==> src/rtl/transaction_control_pkg.sv <==
// ---------------------------------------------------------------------------
// transaction_control_pkg
// Purpose : shared constants and types for the coin-transfer controller.
//           Holds the balance-RAM address map, the status codes reported to
//           the main controller, and the FSM state encodings. The state
//           encodings are exported so that the hex display and the testbench
//           decode state_code the same way.
// Ports   : none (package)
// ---------------------------------------------------------------------------
package transaction_control_pkg;

    // Balance RAM address map
    localparam logic [1:0] ADDR_P1_BAL = 2'd0;
    localparam logic [1:0] ADDR_P2_BAL = 2'd1;
    localparam logic [1:0] ADDR_P1_KEY = 2'd2;
    localparam logic [1:0] ADDR_P2_KEY = 2'd3;

    // Status codes returned with finished_transaction
    typedef logic [1:0] status_t;
    localparam status_t ST_OK       = 2'b00;
    localparam status_t ST_BAD_KEY  = 2'b01;
    localparam status_t ST_NO_FUNDS = 2'b10;
    localparam status_t ST_OVERFLOW = 2'b11;

    // FSM states; the numeric value is what appears on state_code
    typedef enum logic [3:0] {
        S_IDLE      = 4'd0,
        S_RD_KEY    = 4'd1,
        S_WAIT_KEY  = 4'd2,
        S_RD_SRC    = 4'd3,
        S_WAIT_SRC  = 4'd4,
        S_RD_DST    = 4'd5,
        S_WAIT_DST  = 4'd6,
        S_CHECK     = 4'd7,
        S_WR_SRC    = 4'd8,
        S_WR_DST    = 4'd9,
        S_ANIM      = 4'd10,
        S_WAIT_ANIM = 4'd11,
        S_DONE      = 4'd12
    } state_t;

    // Balance address of a player (0 = P1, 1 = P2)
    function automatic logic [1:0] balAddr(input logic p);
        return p ? ADDR_P2_BAL : ADDR_P1_BAL;
    endfunction

    // Key address of a player (0 = P1, 1 = P2)
    function automatic logic [1:0] keyAddr(input logic p);
        return p ? ADDR_P2_KEY : ADDR_P1_KEY;
    endfunction

endpackage

==> src/rtl/transaction_control_if.sv <==
// ---------------------------------------------------------------------------
// transaction_control_if
// Purpose : bundles the main-controller handshake, balance-RAM port and
//           animation handshake of the transfer controller.
// Modports: dut  - the transfer controller (transaction_control)
//           host - main controller + RAM + plotter side (testbench)
// Signals : reset_others, start_transaction, player, amount, key, mem_q,
//           done_animation (host -> dut); mem_address, mem_data, mem_wren,
//           start_animation, anim_direction, finished_transaction,
//           tx_status, state_code (dut -> host)
// ---------------------------------------------------------------------------
interface transaction_control_if
    import transaction_control_pkg::*;
#(
    parameter int WIDTH = 8
);
    logic             reset_others;
    logic             start_transaction;
    logic             player;
    logic [WIDTH-1:0] amount;
    logic [WIDTH-1:0] key;
    logic [WIDTH-1:0] mem_q;
    logic             done_animation;

    logic [1:0]       mem_address;
    logic [WIDTH-1:0] mem_data;
    logic             mem_wren;
    logic             start_animation;
    logic             anim_direction;
    logic             finished_transaction;
    status_t          tx_status;
    logic [3:0]       state_code;

    modport dut (
        input  reset_others, start_transaction, player, amount, key, mem_q,
               done_animation,
        output mem_address, mem_data, mem_wren, start_animation,
               anim_direction, finished_transaction, tx_status, state_code
    );

    modport host (
        output reset_others, start_transaction, player, amount, key, mem_q,
               done_animation,
        input  mem_address, mem_data, mem_wren, start_animation,
               anim_direction, finished_transaction, tx_status, state_code
    );
endinterface

==> src/rtl/transaction_control_transfer_check.sv <==
// ---------------------------------------------------------------------------
// transfer_check
// Purpose : combinational validation of a transfer and computation of the
//           two resulting balances.
// Ports   : i_key        key entered by the sender
//           i_storedKey  key read from RAM for the sender
//           i_amount     coins to move
//           i_srcBal     sender balance
//           i_dstBal     receiver balance
//           o_status     ST_OK / ST_BAD_KEY / ST_NO_FUNDS / ST_OVERFLOW
//           o_newSrc     sender balance after the transfer
//           o_newDst     receiver balance after the transfer
// ---------------------------------------------------------------------------
module transfer_check
    import transaction_control_pkg::*;
#(
    parameter int WIDTH = 8
)(
    input  logic [WIDTH-1:0] i_key,
    input  logic [WIDTH-1:0] i_storedKey,
    input  logic [WIDTH-1:0] i_amount,
    input  logic [WIDTH-1:0] i_srcBal,
    input  logic [WIDTH-1:0] i_dstBal,
    output status_t          o_status,
    output logic [WIDTH-1:0] o_newSrc,
    output logic [WIDTH-1:0] o_newDst
);
    logic [WIDTH:0] w_sum;

    // One extra bit on the receiver sum exposes the overflow as its MSB
    assign w_sum    = {1'b0, i_dstBal} + {1'b0, i_amount};
    assign o_newDst = w_sum[WIDTH-1:0];
    assign o_newSrc = i_srcBal - i_amount;

    // Rejection reasons are checked in priority order: key, funds, overflow
    always_comb begin
        o_status = ST_OK;
        if (i_key != i_storedKey) begin
            o_status = ST_BAD_KEY;
        end else if (i_amount > i_srcBal) begin
            o_status = ST_NO_FUNDS;
        end else if (w_sum[WIDTH]) begin
            o_status = ST_OVERFLOW;
        end
    end
endmodule

==> src/rtl/transaction_control.sv <==
// ---------------------------------------------------------------------------
// transaction_control
// Purpose : executes one coin transfer between Player 1 and Player 2. Reads
//           the sender key and both balances from the balance RAM, validates
//           the request, writes the new balances, launches the animation and
//           reports a status code back to the main controller.
// Params  : MEM_LATENCY  RAM read latency, address to valid mem_q (1-3)
//           WIDTH        balance / amount / key width
// Ports   : clock   system clock, rising edge
//           resetn  asynchronous active-low reset
//           bus     transaction_control_if.dut (handshake, RAM, animation)
// ---------------------------------------------------------------------------
module transaction_control
    import transaction_control_pkg::*;
#(
    parameter int MEM_LATENCY = 1,
    parameter int WIDTH       = 8
)(
    input  logic                  clock,
    input  logic                  resetn,
    transaction_control_if.dut    bus
);
    localparam logic [1:0] LAT_LAST = 2'(MEM_LATENCY - 1);

    state_t           r_state;
    logic             r_player;
    logic [WIDTH-1:0] r_amount;
    logic [WIDTH-1:0] r_key;
    logic [WIDTH-1:0] r_storedKey;
    logic [WIDTH-1:0] r_srcBal;
    logic [WIDTH-1:0] r_dstBal;
    logic [1:0]       r_waitCnt;
    logic [1:0]       r_memAddress;
    logic [WIDTH-1:0] r_memData;
    logic             r_memWren;
    logic             r_startAnim;
    logic             r_finished;
    status_t          r_txStatus;

    status_t          w_status;
    logic [WIDTH-1:0] w_newSrc;
    logic [WIDTH-1:0] w_newDst;
    logic             w_lastWait;

    transfer_check #(.WIDTH(WIDTH)) u_check (
        .i_key       (r_key),
        .i_storedKey (r_storedKey),
        .i_amount    (r_amount),
        .i_srcBal    (r_srcBal),
        .i_dstBal    (r_dstBal),
        .o_status    (w_status),
        .o_newSrc    (w_newSrc),
        .o_newDst    (w_newDst)
    );

    // Final cycle of a RAM wait, when mem_q belongs to the held address
    assign w_lastWait = (r_waitCnt == LAT_LAST);

    assign bus.mem_address          = r_memAddress;
    assign bus.mem_data             = r_memData;
    assign bus.mem_wren             = r_memWren;
    assign bus.start_animation      = r_startAnim;
    assign bus.anim_direction       = r_player;
    assign bus.finished_transaction = r_finished;
    assign bus.tx_status            = r_txStatus;
    assign bus.state_code           = r_state;

    // Transfer sequencer. Outputs are registered: each transition loads the
    // values the next state presents, so every output is glitch-free. The
    // soft clear from the main controller outranks every transition.
    always_ff @(posedge clock or negedge resetn) begin
        if (!resetn) begin
            r_state      <= S_IDLE;
            r_player     <= 1'b0;
            r_amount     <= '0;
            r_key        <= '0;
            r_storedKey  <= '0;
            r_srcBal     <= '0;
            r_dstBal     <= '0;
            r_waitCnt    <= '0;
            r_memAddress <= '0;
            r_memData    <= '0;
            r_memWren    <= 1'b0;
            r_startAnim  <= 1'b0;
            r_finished   <= 1'b0;
            r_txStatus   <= ST_OK;
        end else if (!bus.reset_others) begin
            r_state      <= S_IDLE;
            r_player     <= 1'b0;
            r_amount     <= '0;
            r_key        <= '0;
            r_storedKey  <= '0;
            r_srcBal     <= '0;
            r_dstBal     <= '0;
            r_waitCnt    <= '0;
            r_memAddress <= '0;
            r_memData    <= '0;
            r_memWren    <= 1'b0;
            r_startAnim  <= 1'b0;
            r_finished   <= 1'b0;
            r_txStatus   <= ST_OK;
        end else begin
            case (r_state)
                S_IDLE: begin
                    if (bus.start_transaction) begin
                        r_player     <= bus.player;
                        r_amount     <= bus.amount;
                        r_key        <= bus.key;
                        r_txStatus   <= ST_OK;
                        r_memAddress <= keyAddr(bus.player);
                        r_state      <= S_RD_KEY;
                    end
                end
                S_RD_KEY: begin
                    r_waitCnt <= '0;
                    r_state   <= S_WAIT_KEY;
                end
                S_WAIT_KEY: begin
                    if (w_lastWait) begin
                        r_storedKey  <= bus.mem_q;
                        r_memAddress <= balAddr(r_player);
                        r_state      <= S_RD_SRC;
                    end else begin
                        r_waitCnt <= r_waitCnt + 2'd1;
                    end
                end
                S_RD_SRC: begin
                    r_waitCnt <= '0;
                    r_state   <= S_WAIT_SRC;
                end
                S_WAIT_SRC: begin
                    if (w_lastWait) begin
                        r_srcBal     <= bus.mem_q;
                        r_memAddress <= balAddr(~r_player);
                        r_state      <= S_RD_DST;
                    end else begin
                        r_waitCnt <= r_waitCnt + 2'd1;
                    end
                end
                S_RD_DST: begin
                    r_waitCnt <= '0;
                    r_state   <= S_WAIT_DST;
                end
                S_WAIT_DST: begin
                    if (w_lastWait) begin
                        r_dstBal <= bus.mem_q;
                        r_state  <= S_CHECK;
                    end else begin
                        r_waitCnt <= r_waitCnt + 2'd1;
                    end
                end
                S_CHECK: begin
                    r_txStatus <= w_status;
                    if (w_status != ST_OK) begin
                        r_finished <= 1'b1;
                        r_state    <= S_DONE;
                    end else begin
                        r_memAddress <= balAddr(r_player);
                        r_memData    <= w_newSrc;
                        r_memWren    <= 1'b1;
                        r_state      <= S_WR_SRC;
                    end
                end
                S_WR_SRC: begin
                    r_memAddress <= balAddr(~r_player);
                    r_memData    <= w_newDst;
                    r_memWren    <= 1'b1;
                    r_state      <= S_WR_DST;
                end
                S_WR_DST: begin
                    r_memWren   <= 1'b0;
                    r_startAnim <= 1'b1;
                    r_state     <= S_ANIM;
                end
                S_ANIM: begin
                    r_startAnim <= 1'b0;
                    r_state     <= S_WAIT_ANIM;
                end
                S_WAIT_ANIM: begin
                    if (bus.done_animation) begin
                        r_finished <= 1'b1;
                        r_state    <= S_DONE;
                    end
                end
                S_DONE: begin
                    if (!bus.start_transaction) begin
                        r_finished <= 1'b0;
                        r_state    <= S_IDLE;
                    end
                end
                default: begin
                    r_state <= S_IDLE;
                end
            endcase
        end
    end
endmodule

==> src/flat_wrapper.sv <==
// flat-port wrapper written by rule: the top's interface ports become plain ports
module transaction_control_flat import transaction_control_pkg::*;
#(
    parameter int MEM_LATENCY = 1,
    parameter int WIDTH       = 8
)
  (clock, resetn, bus_reset_others, bus_start_transaction, bus_player, bus_amount, bus_key, bus_mem_q, bus_done_animation, bus_mem_address, bus_mem_data, bus_mem_wren, bus_start_animation, bus_anim_direction, bus_finished_transaction, bus_tx_status, bus_state_code);
  transaction_control_if #(.WIDTH(WIDTH)) bus_i ();
  input  logic clock;
  input  logic resetn;
  input wire logic [$bits(bus_i.reset_others)-1:0] bus_reset_others;
  input wire logic [$bits(bus_i.start_transaction)-1:0] bus_start_transaction;
  input wire logic [$bits(bus_i.player)-1:0] bus_player;
  input wire logic [$bits(bus_i.amount)-1:0] bus_amount;
  input wire logic [$bits(bus_i.key)-1:0] bus_key;
  input wire logic [$bits(bus_i.mem_q)-1:0] bus_mem_q;
  input wire logic [$bits(bus_i.done_animation)-1:0] bus_done_animation;
  output wire logic [$bits(bus_i.mem_address)-1:0] bus_mem_address;
  output wire logic [$bits(bus_i.mem_data)-1:0] bus_mem_data;
  output wire logic [$bits(bus_i.mem_wren)-1:0] bus_mem_wren;
  output wire logic [$bits(bus_i.start_animation)-1:0] bus_start_animation;
  output wire logic [$bits(bus_i.anim_direction)-1:0] bus_anim_direction;
  output wire logic [$bits(bus_i.finished_transaction)-1:0] bus_finished_transaction;
  output wire logic [$bits(bus_i.tx_status)-1:0] bus_tx_status;
  output wire logic [$bits(bus_i.state_code)-1:0] bus_state_code;
  assign bus_i.reset_others = bus_reset_others;
  assign bus_i.start_transaction = bus_start_transaction;
  assign bus_i.player = bus_player;
  assign bus_i.amount = bus_amount;
  assign bus_i.key = bus_key;
  assign bus_i.mem_q = bus_mem_q;
  assign bus_i.done_animation = bus_done_animation;
  assign bus_mem_address = bus_i.mem_address;
  assign bus_mem_data = bus_i.mem_data;
  assign bus_mem_wren = bus_i.mem_wren;
  assign bus_start_animation = bus_i.start_animation;
  assign bus_anim_direction = bus_i.anim_direction;
  assign bus_finished_transaction = bus_i.finished_transaction;
  assign bus_tx_status = bus_i.tx_status;
  assign bus_state_code = bus_i.state_code;
  transaction_control #(.MEM_LATENCY(MEM_LATENCY), .WIDTH(WIDTH)) u_core (.clock(clock), .resetn(resetn), .bus(bus_i));
endmodule
==> config.mk <==
export PLATFORM = sky130hd
export DESIGN_NAME = transaction_control_flat
export DESIGN_NICKNAME = d
export VERILOG_FILES = /design/src/rtl/transaction_control_pkg.sv /design/src/rtl/transaction_control_if.sv /design/src/rtl/transaction_control_transfer_check.sv /design/src/rtl/transaction_control.sv /design/src/flat_wrapper.sv
export SDC_FILE = /design/constraint.sdc
export NUM_CORES = 1
export LEC_CHECK = 0
export CAP_MARGIN = 20
export CELL_PAD_IN_SITES_DETAIL_PLACEMENT = 1
export CELL_PAD_IN_SITES_GLOBAL_PLACEMENT = 1
export CORE_ASPECT_RATIO = 1.4
export CORE_UTILIZATION = 39
export CTS_BUF_LIST = sky130_fd_sc_hd__clkbuf_4 sky130_fd_sc_hd__clkbuf_8
export CTS_CLUSTER_SIZE = 14
export DETAILED_ROUTE_END_ITERATION = 10
export GPL_TIMING_DRIVEN = 0
export PLACE_DENSITY = 0.72
export SYNTH_ARGS = -nofsm -noshare
export SYNTH_HDL_FRONTEND = slang
export SYNTH_SLANG_ARGS = --single-unit
==> constraint.sdc <==
create_clock -name clock -period 3.8 [get_ports clock]
set_input_delay 0.76 -clock clock [delete_from_list [all_inputs] [get_ports clock]]
set_output_delay 0.76 -clock clock [all_outputs]
set_load 0.05 [all_outputs]
# Yosys cells after proc, flatten, opt, wreduce, memory -nomap -nowiden
# Cells that the tools add are included.
[classes] eq_ne=35 reduce_logical=16 addsub=3 n_mux=56 order_cmp=1
[op_table] operator="$mux W8" n=15
[op_table] operator="$pmux W4 S13" n=1
[op_table] operator="$mux W4" n=7
[op_table] operator="$mux W2" n=12
[op_table] operator="$eq A4 B4 Y1 const B" n=5
[op_table] operator="$ne A3 B3 Y1 const B" n=6
[op_table] operator="$eq A4 B3 Y1 const B" n=4
[op_table] operator="$pmux W8 S2" n=1
[op_table] operator="$reduce_and A2 Y1" n=8
[op_table] operator="$mux W1" n=13
[op_table] operator="$ne A2 B1 Y1 const B" n=6
[op_table] operator="$ne A3 B2 Y1 const B" n=4
[op_table] operator="$pmux W2 S5" n=1
[op_table] operator="$add A8 B8 Y9" n=1
[op_table] operator="$ne A3 B1 Y1 const B" n=3
[op_table] operator="$eq A4 B2 Y1 const B" n=2
[op_table] operator="$gt A8 B8 Y1" n=1
[op_table] operator="$ne A4 B1 Y1 const B" n=2
[op_table] operator="$ne A8 B8 Y1" n=1
[op_table] operator="$pmux W2 S2" n=2
[op_table] operator="$sub A8 B8 Y8" n=1
[op_table] operator="$ne A6 B1 Y1 const B" n=1
[op_table] operator="$pmux W1 S3" n=2
[op_table] operator="$reduce_and A6 Y1" n=1
[op_table] operator="other kinds (10)" n=11
[totals] regBits=62

# Longest topological paths before layout
# Gate-level depths: netlist of run 1.
[logic_depth] word_depth=8 mapped_depth=11 ltp_nobuf=10

# Modules after synthesis
# Synthesis of run 1 repeated with hierarchy kept, for this count alone.
[hier_totals] cells_unflattened=407 area_unflattened_um2=3782.4
[by_module_without_submodules] mod="transaction_control" area_per_inst_um2=3039.2 n_inst=1 cells_each=308 seq_area_each_um2=1551.5
[by_module_without_submodules] mod="transfer_check" area_per_inst_um2=743.2 n_inst=1 cells_each=99 seq_area_each_um2=0.0

# Least setup slack after synthesis of run 1
# No wires, ideal clock.
[synth_timing] path_type="reg2reg" from="register u_core.r_srcBal[0]" to="register u_core.r_memData[1] (netlist: u_core.bus.mem_data[1])" t_arrival_ns=2.241 required_ns=3.664 path_stages_with_launch=12 slack_ns=1.423 path_buffers=1 setup_ns=0.136 cell_sequence="dfrtp_1 -> inv_1 -> ha_1 -> inv_1 -> fa_1 -> a211oi_2 -> nor2_1 -> a221o_1 -> nand4_4 -> buf_6 -> mux2i_1 -> a21oi_1"
[synth_between] elab_chain_cells=6
[synth_rtl] item="start, declared" line="transaction_control.sv:30" source="logic [WIDTH-1:0] r_srcBal;"
[synth_rtl] item="start signal, assigned" line="transaction_control.sv:133" source="r_srcBal <= bus.mem_q;"
[synth_rtl] item="$gt A8 B8 Y1" line="transaction_control_transfer_check.sv:40" source="end else if (i_amount > i_srcBal) begin"
[synth_rtl] item="$mux W2" line="transaction_control_transfer_check.sv:40"
[synth_rtl] item="$mux W2" line="transaction_control_transfer_check.sv:38" source="if (i_key != i_storedKey) begin"
[synth_rtl] item="$reduce_bool A2 Y1" line="transaction_control.sv:154" source="if (w_status != ST_OK) begin"
[synth_rtl] item="$ne A3 B3 Y1 (no line)"
[synth_rtl] item="$reduce_and A2 Y1 (no line)"
[synth_rtl] item="end signal, assigned" line="transaction_control.sv:159" source="r_memData <= w_newSrc;"
[synth_rtl] item="end signal, assigned" line="transaction_control.sv:166" source="r_memData <= w_newDst;"
[synth_rtl] item="end, declared" line="transaction_control.sv:34" source="logic [WIDTH-1:0] r_memData;"
# Parallel ways exist; a longest one is shown, timed or not. The select of a mux whose other input is x is not followed.
# A chain may end at the register's enable or synchronous reset.

# Worst setup path in the final report of run 1
# Same ends and word-level chain as after synthesis.

==> results of run 1 <==
cell families after synthesis:
group / count (synthesis)
AO/OA/AOI/OAI: 105
buffers and inverters: 37
multiplexers: 29
XOR/XNOR: 15
AND/OR/NAND/NOR: 133
adder cells (fa/ha/maj): 19
flip-flops: 62
metal layers:
layer | vias to the layer above | routed length (um) | GRT usage (%)
met3 | 19 | 222 | 3.23
met2 | 58 | 5270 | 42.0
met4 | 0 | 262 | 10.3
met1 | 1580 | 4480 | 26.6
li1 | 1531 | - | -
met5 | - | 0 | 0
critical path, stage by stage, from the launching register on:
cell	delay, ns
dfrtp_1	0.39
inv_1	0.07
ha_1	0.16
inv_1	0.06
fa_1	0.49
a211oi_2	0.24
nor2_1	0.13
a221o_1	0.38
nand4_4	0.18
buf_6	0.18
mux2i_1	0.18
a21oi_1	0.08
per-stage QoR:
stage | power, W | hold WS [ns]
floorplan | 0.00106 | 0.464
global placement | 0.00121 | 0.508
detailed placement | 0.00123 | 0.520
CTS | 0.00182 | 0.530
global route | 0.00190 | 0.556
finish | 0.00181 | 0.499
power by group:
group	internal, W	total, W	switching (W)
Combinational	0.000192	0.000488	0.000296
Clock	0.000323	0.000593	0.000270
Sequential	0.000697	0.000729	0.0000325
Total	0.00121	0.00181	0.000599
layout by cell type (no fill, tap or decap), types with 9 or more instances in the layout:
master / instances
a21oi_1: 37
clkbuf_1: 13
clkbuf_8: 9
clkdlybuf4s50_1: 48
dfrtp_1: 62
ha_1: 17
inv_1: 15
mux2i_1: 29
nand2_1: 52
nor2_1: 44
o21a_1: 9
o21ai_0: 15
xnor2_1: 13
area by class of cell:
cell class	instances	area share (%)
Clock buffer	12	3.25
Buffer	19	1.89
Tap cell	107	2.97
Multi-Input combinational cell	301	44.0
Sequential cell	62	34.5
Inverter	18	1.50
Clock inverter	4	1.06
Timing Repair Buffer	49	10.8
worst min-delay path by stage:
stage | slack [ns] | startpoint | cells after the start | end
after CTS | 0.53 | resetn | 1 | u_core.r_srcBal[1]
after detailed placement | 0.52 | u_core.bus.mem_data[2] | 1 | u_core.bus.mem_data[2]
after global routing | 0.56 | resetn | 1 | u_core.r_srcBal[0]
after floorplan | 0.46 | resetn | 0 | u_core.bus.anim_direction
after global placement | 0.51 | u_core.r_waitCnt[1] | 2 | u_core.r_waitCnt[1]
final | 0.50 | resetn | 1 | u_core.r_dstBal[0]
sequential cells by signal (all words and copies together), names as in the netlist:
signal and cells:
u_core.bus.anim_direction 1, u_core.bus.finished_transaction 1, u_core.bus.mem_address 2, u_core.bus.mem_data 8, u_core.bus.mem_wren 1, u_core.bus.start_animation 1, u_core.bus.state_code 4, u_core.bus.tx_status 2
u_core.r_amount 8, u_core.r_dstBal 8, u_core.r_key 8, u_core.r_srcBal 8, u_core.r_storedKey 8, u_core.r_waitCnt 2
==> reports/metrics.yaml, run 1 <==
dpl_cell_area_sq_mm: 0.00431
insertion_delay_ns: 0.35
routedWlPerCell_um: 17.9
synth_most_common_cell: "dfrtp_1"
cts_resized: 0
cp_max_fo: 10
critical_path_arrival_ns: 2.88
placeableCoreArea_sq_mm: 0.00908
synthXorXnorAreaFrac_pct: 3.56
yosys.area.top_type_share_pct: 42.1
crit_path_end_kind: "register"
fin_crit_ns: 2.66
area_growth_pct: 22.1
cts_num_sinks: 62
synth_simple_gate_area_share_pct: 16.7
startpoint_type: "register"
stdcell_area_sq_mm: 0.00450
ys_warn_count: 0
die_w_um: 84.2
yosysTopAreaCell: "dfrtp_1"
syn_avg_cell_area_sq_um: 9.22
p_per_area_mw_per_mm2: 402
grt_pass1_wl_um: 17100
syn_area_sq_mm: 0.00369
relSlewSlack_pct: 46.7
worstSetupPathType: "reg -> reg"
cts_tree: "built"
routed_wl_um: 10200
r2r_slack_ns: 1.14
gp_congestion: 0.837
ios: 50
antenna_found_initial: 0
holdBufCountCts: 0
status: "finished with violations"
drt_iter0_markers: 88
slew_violations: 0
ir_worst_vdd_uv: 291
gr-total-overflow: 0
hp-class: "in -> async"
ys_types: 53
seq_area_sq_mm: 0.00155
synth_nets: 449
power_leakage_nw: 2.04
layout-drive-gt1-share_pct: 7.31
cts_root_buf: "clkbuf_8"
tns_ns: 0
firstDrtPassIters: 7
die_area_sq_mm: 0.00985
grt_pass1_vias: 3423
clock.fmax_mhz: 376
drc: 2
synthAdderAreaFrac_pct: 6.86
viasPerCell: 5.57
synth-compound-area-share_pct: 18.8
async_flop_share_pct: 100
nets: 509
yosys-mux-area-fraction_pct: 7.88
dpl.hpwl_um: 7920
cp-endpoint: "u_core.bus.mem_data[1]"
htreeDepth: 3
die-height_um: 117
finalHoldViolCount: 0
cts_buffers: 9
final_antenna_net_count: 0
violations: "design-rule violations"
synthTopCellsByCount: "62 x dfrtp_1, 52 x nand2_1, 44 x nor2_1"
synth_edf_count: 0
post_cts_buffers: 0
tightest_slew_ns: 0.799
ys_seq_elements: 62
regToRegStartpoint: "u_core.r_srcBal[0]"
setup_viol: 0
grtUsageTotal_pct: 22.9
synth_flop_cell: "dfrtp_1"
synth_cells: 400
multiInputGateArea_sq_mm: 0.00198
ys_seq_area_share_pct: 42.1
rsz0062_at_grt: "false"
yosys-top-cells-area: "dfrtp_1 42%, mux2i_1 7.9%, ha_1 5.8%"
grt_max_degree: 63
fill_cells: 1091
cap_violations: 0
synth_top_family_by_area: "compound AO/OA/AOI/OAI gates"
antenna_cells: 0
stdcell_count: 572
place_inst: 556
vias: 3188
rows: 41
clkSlewWorstSetupHoldPaths_ns: 0.08
r2r-end: "u_core.bus.mem_data[1]"
cp-startpoint: "u_core.r_srcBal[0]"
place_ws_ns: 1.13
postLayoutCoreUtil_pct: 49.6
worstRegToRegCells: 11
start_util_pct: 40.6
critical_path_required_ns: 4.02
finalClockSkew_ns: 0.00926
final.setup.worst_slack_ns: 1.14
fin_crit_sh_pct: 70.0
cts_buffer_depth: 2
portBuffers: 49
(Power assumes the default switching activity.)
==> inputs of run 2 (changes only) <==
--- a/config.mk
+++ b/config.mk
@@ -14,7 +14,7 @@
 export CTS_CLUSTER_SIZE = 14
 export DETAILED_ROUTE_END_ITERATION = 10
 export GPL_TIMING_DRIVEN = 0
-export PLACE_DENSITY = 0.72
+export PLACE_DENSITY = 0.75
 export SYNTH_ARGS = -nofsm -noshare
 export SYNTH_HDL_FRONTEND = slang
 export SYNTH_SLANG_ARGS = --single-unit
==> constraint.sdc (replaced) <==
create_clock -name clock -period 2.3 [get_ports clock]
set_input_delay 0.46 -clock clock [delete_from_list [all_inputs] [get_ports clock]]
set_output_delay 0.46 -clock clock [all_outputs]
set_load 0.05 [all_outputs]
==> run 2 against run 1 <==
The run ends with design-rule violations, negative setup slack left. Core utilization increased by 2.7 points. Non-clock buffer count increased by 18. Power increased by 66%.
==> reports/metrics.yaml, run 2 (synthesized netlist as in run 1, its figures left out) <==
finalPower_w: 0.00301
htreeDepth: 3
die_area_sq_mm: 0.00985
gp_congestion: 0.841
cp_top_family: "compound AO/OA/AOI/OAI gates"
tightest_slew_ns: 0.810
grtUsageTotal_pct: 23.8
drc: 6
firstDrtPassIters: 8
status: "finished with violations"
routedWlPerCell_um: 18.5
cts_root_buf: "clkbuf_8"
drt_iter0_markers: 226
rows: 41
stdcell_count: 589
slowest_stage: "dfrtp_1"
antenna_found_initial: 0
holdBufCountCts: 0
antenna_cells: 0
grt_pass1_wl_um: 18100
clock.fmax_mhz: 399
final.setup.worst_slack_ns: -0.204
clkSlewWorstSetupHoldPaths_ns: 0.08
cp_max_fo: 5
area_growth_pct: 28.8
ir_worst_vdd_uv: 329
cts_buffer_depth: 2
cts_num_sinks: 62
critical_path_required_ns: 2.57
finalHoldViolCount: 0
path_buf_inv: 2
ios: 50
routed_wl_um: 10900
cts_buffers: 9
die-height_um: 117
stdcell_area_sq_mm: 0.00475
power_leakage_nw: 2.13
dpl.hpwl_um: 7720
nets: 527
violations: "design-rule violations, negative setup slack"
grt_max_degree: 63
crit_path_end_kind: "register"
setup_viol: 15
relSlewSlack_pct: 46.0
grt_pass1_vias: 3555
insertion_delay_ns: 0.35
layout-drive-gt1-share_pct: 14.7
startpoint_type: "register"
cap_violations: 0
slew_violations: 0
placeableCoreArea_sq_mm: 0.00908
fin_crit_ns: 2.50
worstSetupPathType: "reg -> reg"
vias: 3311
viasPerCell: 5.62
finalClockSkew_ns: 0.0164
final_common_cell: "dfrtp_1"
slowest_delay_ns: 0.42
final_antenna_net_count: 0
cts_tree: "built"
critical_path_arrival_ns: 2.77
place_ws_ns: -0.323
hp-class: "in -> async"
rsz0062_at_grt: "true"
portBuffers: 49
place_inst: 556
die_w_um: 84.2
dpl_cell_area_sq_mm: 0.00431
cp_cell_sequence: "ha_2 > inv_2 > fa_2 > nor2b_2 > o31a_1 > a221oi_4 > nand4_4 > buf_6 > mux2i_2 > a211oi_2"
p_per_area_mw_per_mm2: 634
layout_common_cells: "62 x dfrtp_1, 51 x nand2_1, 48 x clkdlybuf4s50_1"
gr-total-overflow: 0
start_util_pct: 40.6
fin_crit_sh_pct: 109
-- run 2: repair_timing --
action | 4_1_cts | 5_1_grt
setup endpoints to repair | 14 | 16
gates resized for setup | 14 | 13
hold endpoints to repair | 0 | 0
cloned | 1 | 0
pin swaps | 4 | 13
setup buffers | 12 | 7
-- run 2: metal layers --
layer  up-vias  part of all wire [%]  global-route usage, %
met5         -                     0                      0
met4         0                   1.7                   8.97
met3        15                   2.3                   3.37
met2        51                    54                   44.2
met1      1673                    42                   28.1
li1       1572                     -                      -
-- run 2: area by class of cell --
class                           count  area (sq um)
Buffer                             18          85.1
Clock buffer                       11           151
Clock inverter                      4          22.5
Fill cell                        1055          4330
Inverter                           18          67.6
Multi-Input combinational cell    301          2080
Sequential cell                    62          1550
Tap cell                          107           134
Timing Repair Buffer               68           654
-- run 2: worst paths after layout --
kind                                     start                     end  slack, ns  cells past startpoint
max reg2reg                 u_core.r_amount[0]  u_core.bus.mem_data[6]      -0.20                     10
min reg2reg                u_core.r_waitCnt[1]     u_core.r_waitCnt[1]       0.53                      2
max in group asynchronous               resetn     u_core.r_waitCnt[1]       1.56                      1
min                                     resetn      u_core.r_srcBal[0]       0.20                      1
max                         u_core.r_amount[0]  u_core.bus.mem_data[6]      -0.20                     10
min in group clock         u_core.r_waitCnt[1]     u_core.r_waitCnt[1]       0.53                      2
-- run 2: stage by stage --
step	setup TNS, ns	hold slack (ns)	util (%)
after floorplan	-0.00815	0.164	-
after global placement	-86.10	0.508	47.5
after detailed placement	-3.02	0.513	47.5
after CTS	-1.46	0.226	51.3
after global routing	-3.42	0.259	52.3
final	-2.11	0.202	52.3
-- run 2: where the power goes --
group	internal, W	switching, W	leakage, nW
Clock	0.000438	0.000451	0.0910
Sequential	0.00115	0.0000563	0.852
Combinational	0.000379	0.000537	1.19
Total	0.00197	0.00104	2.13
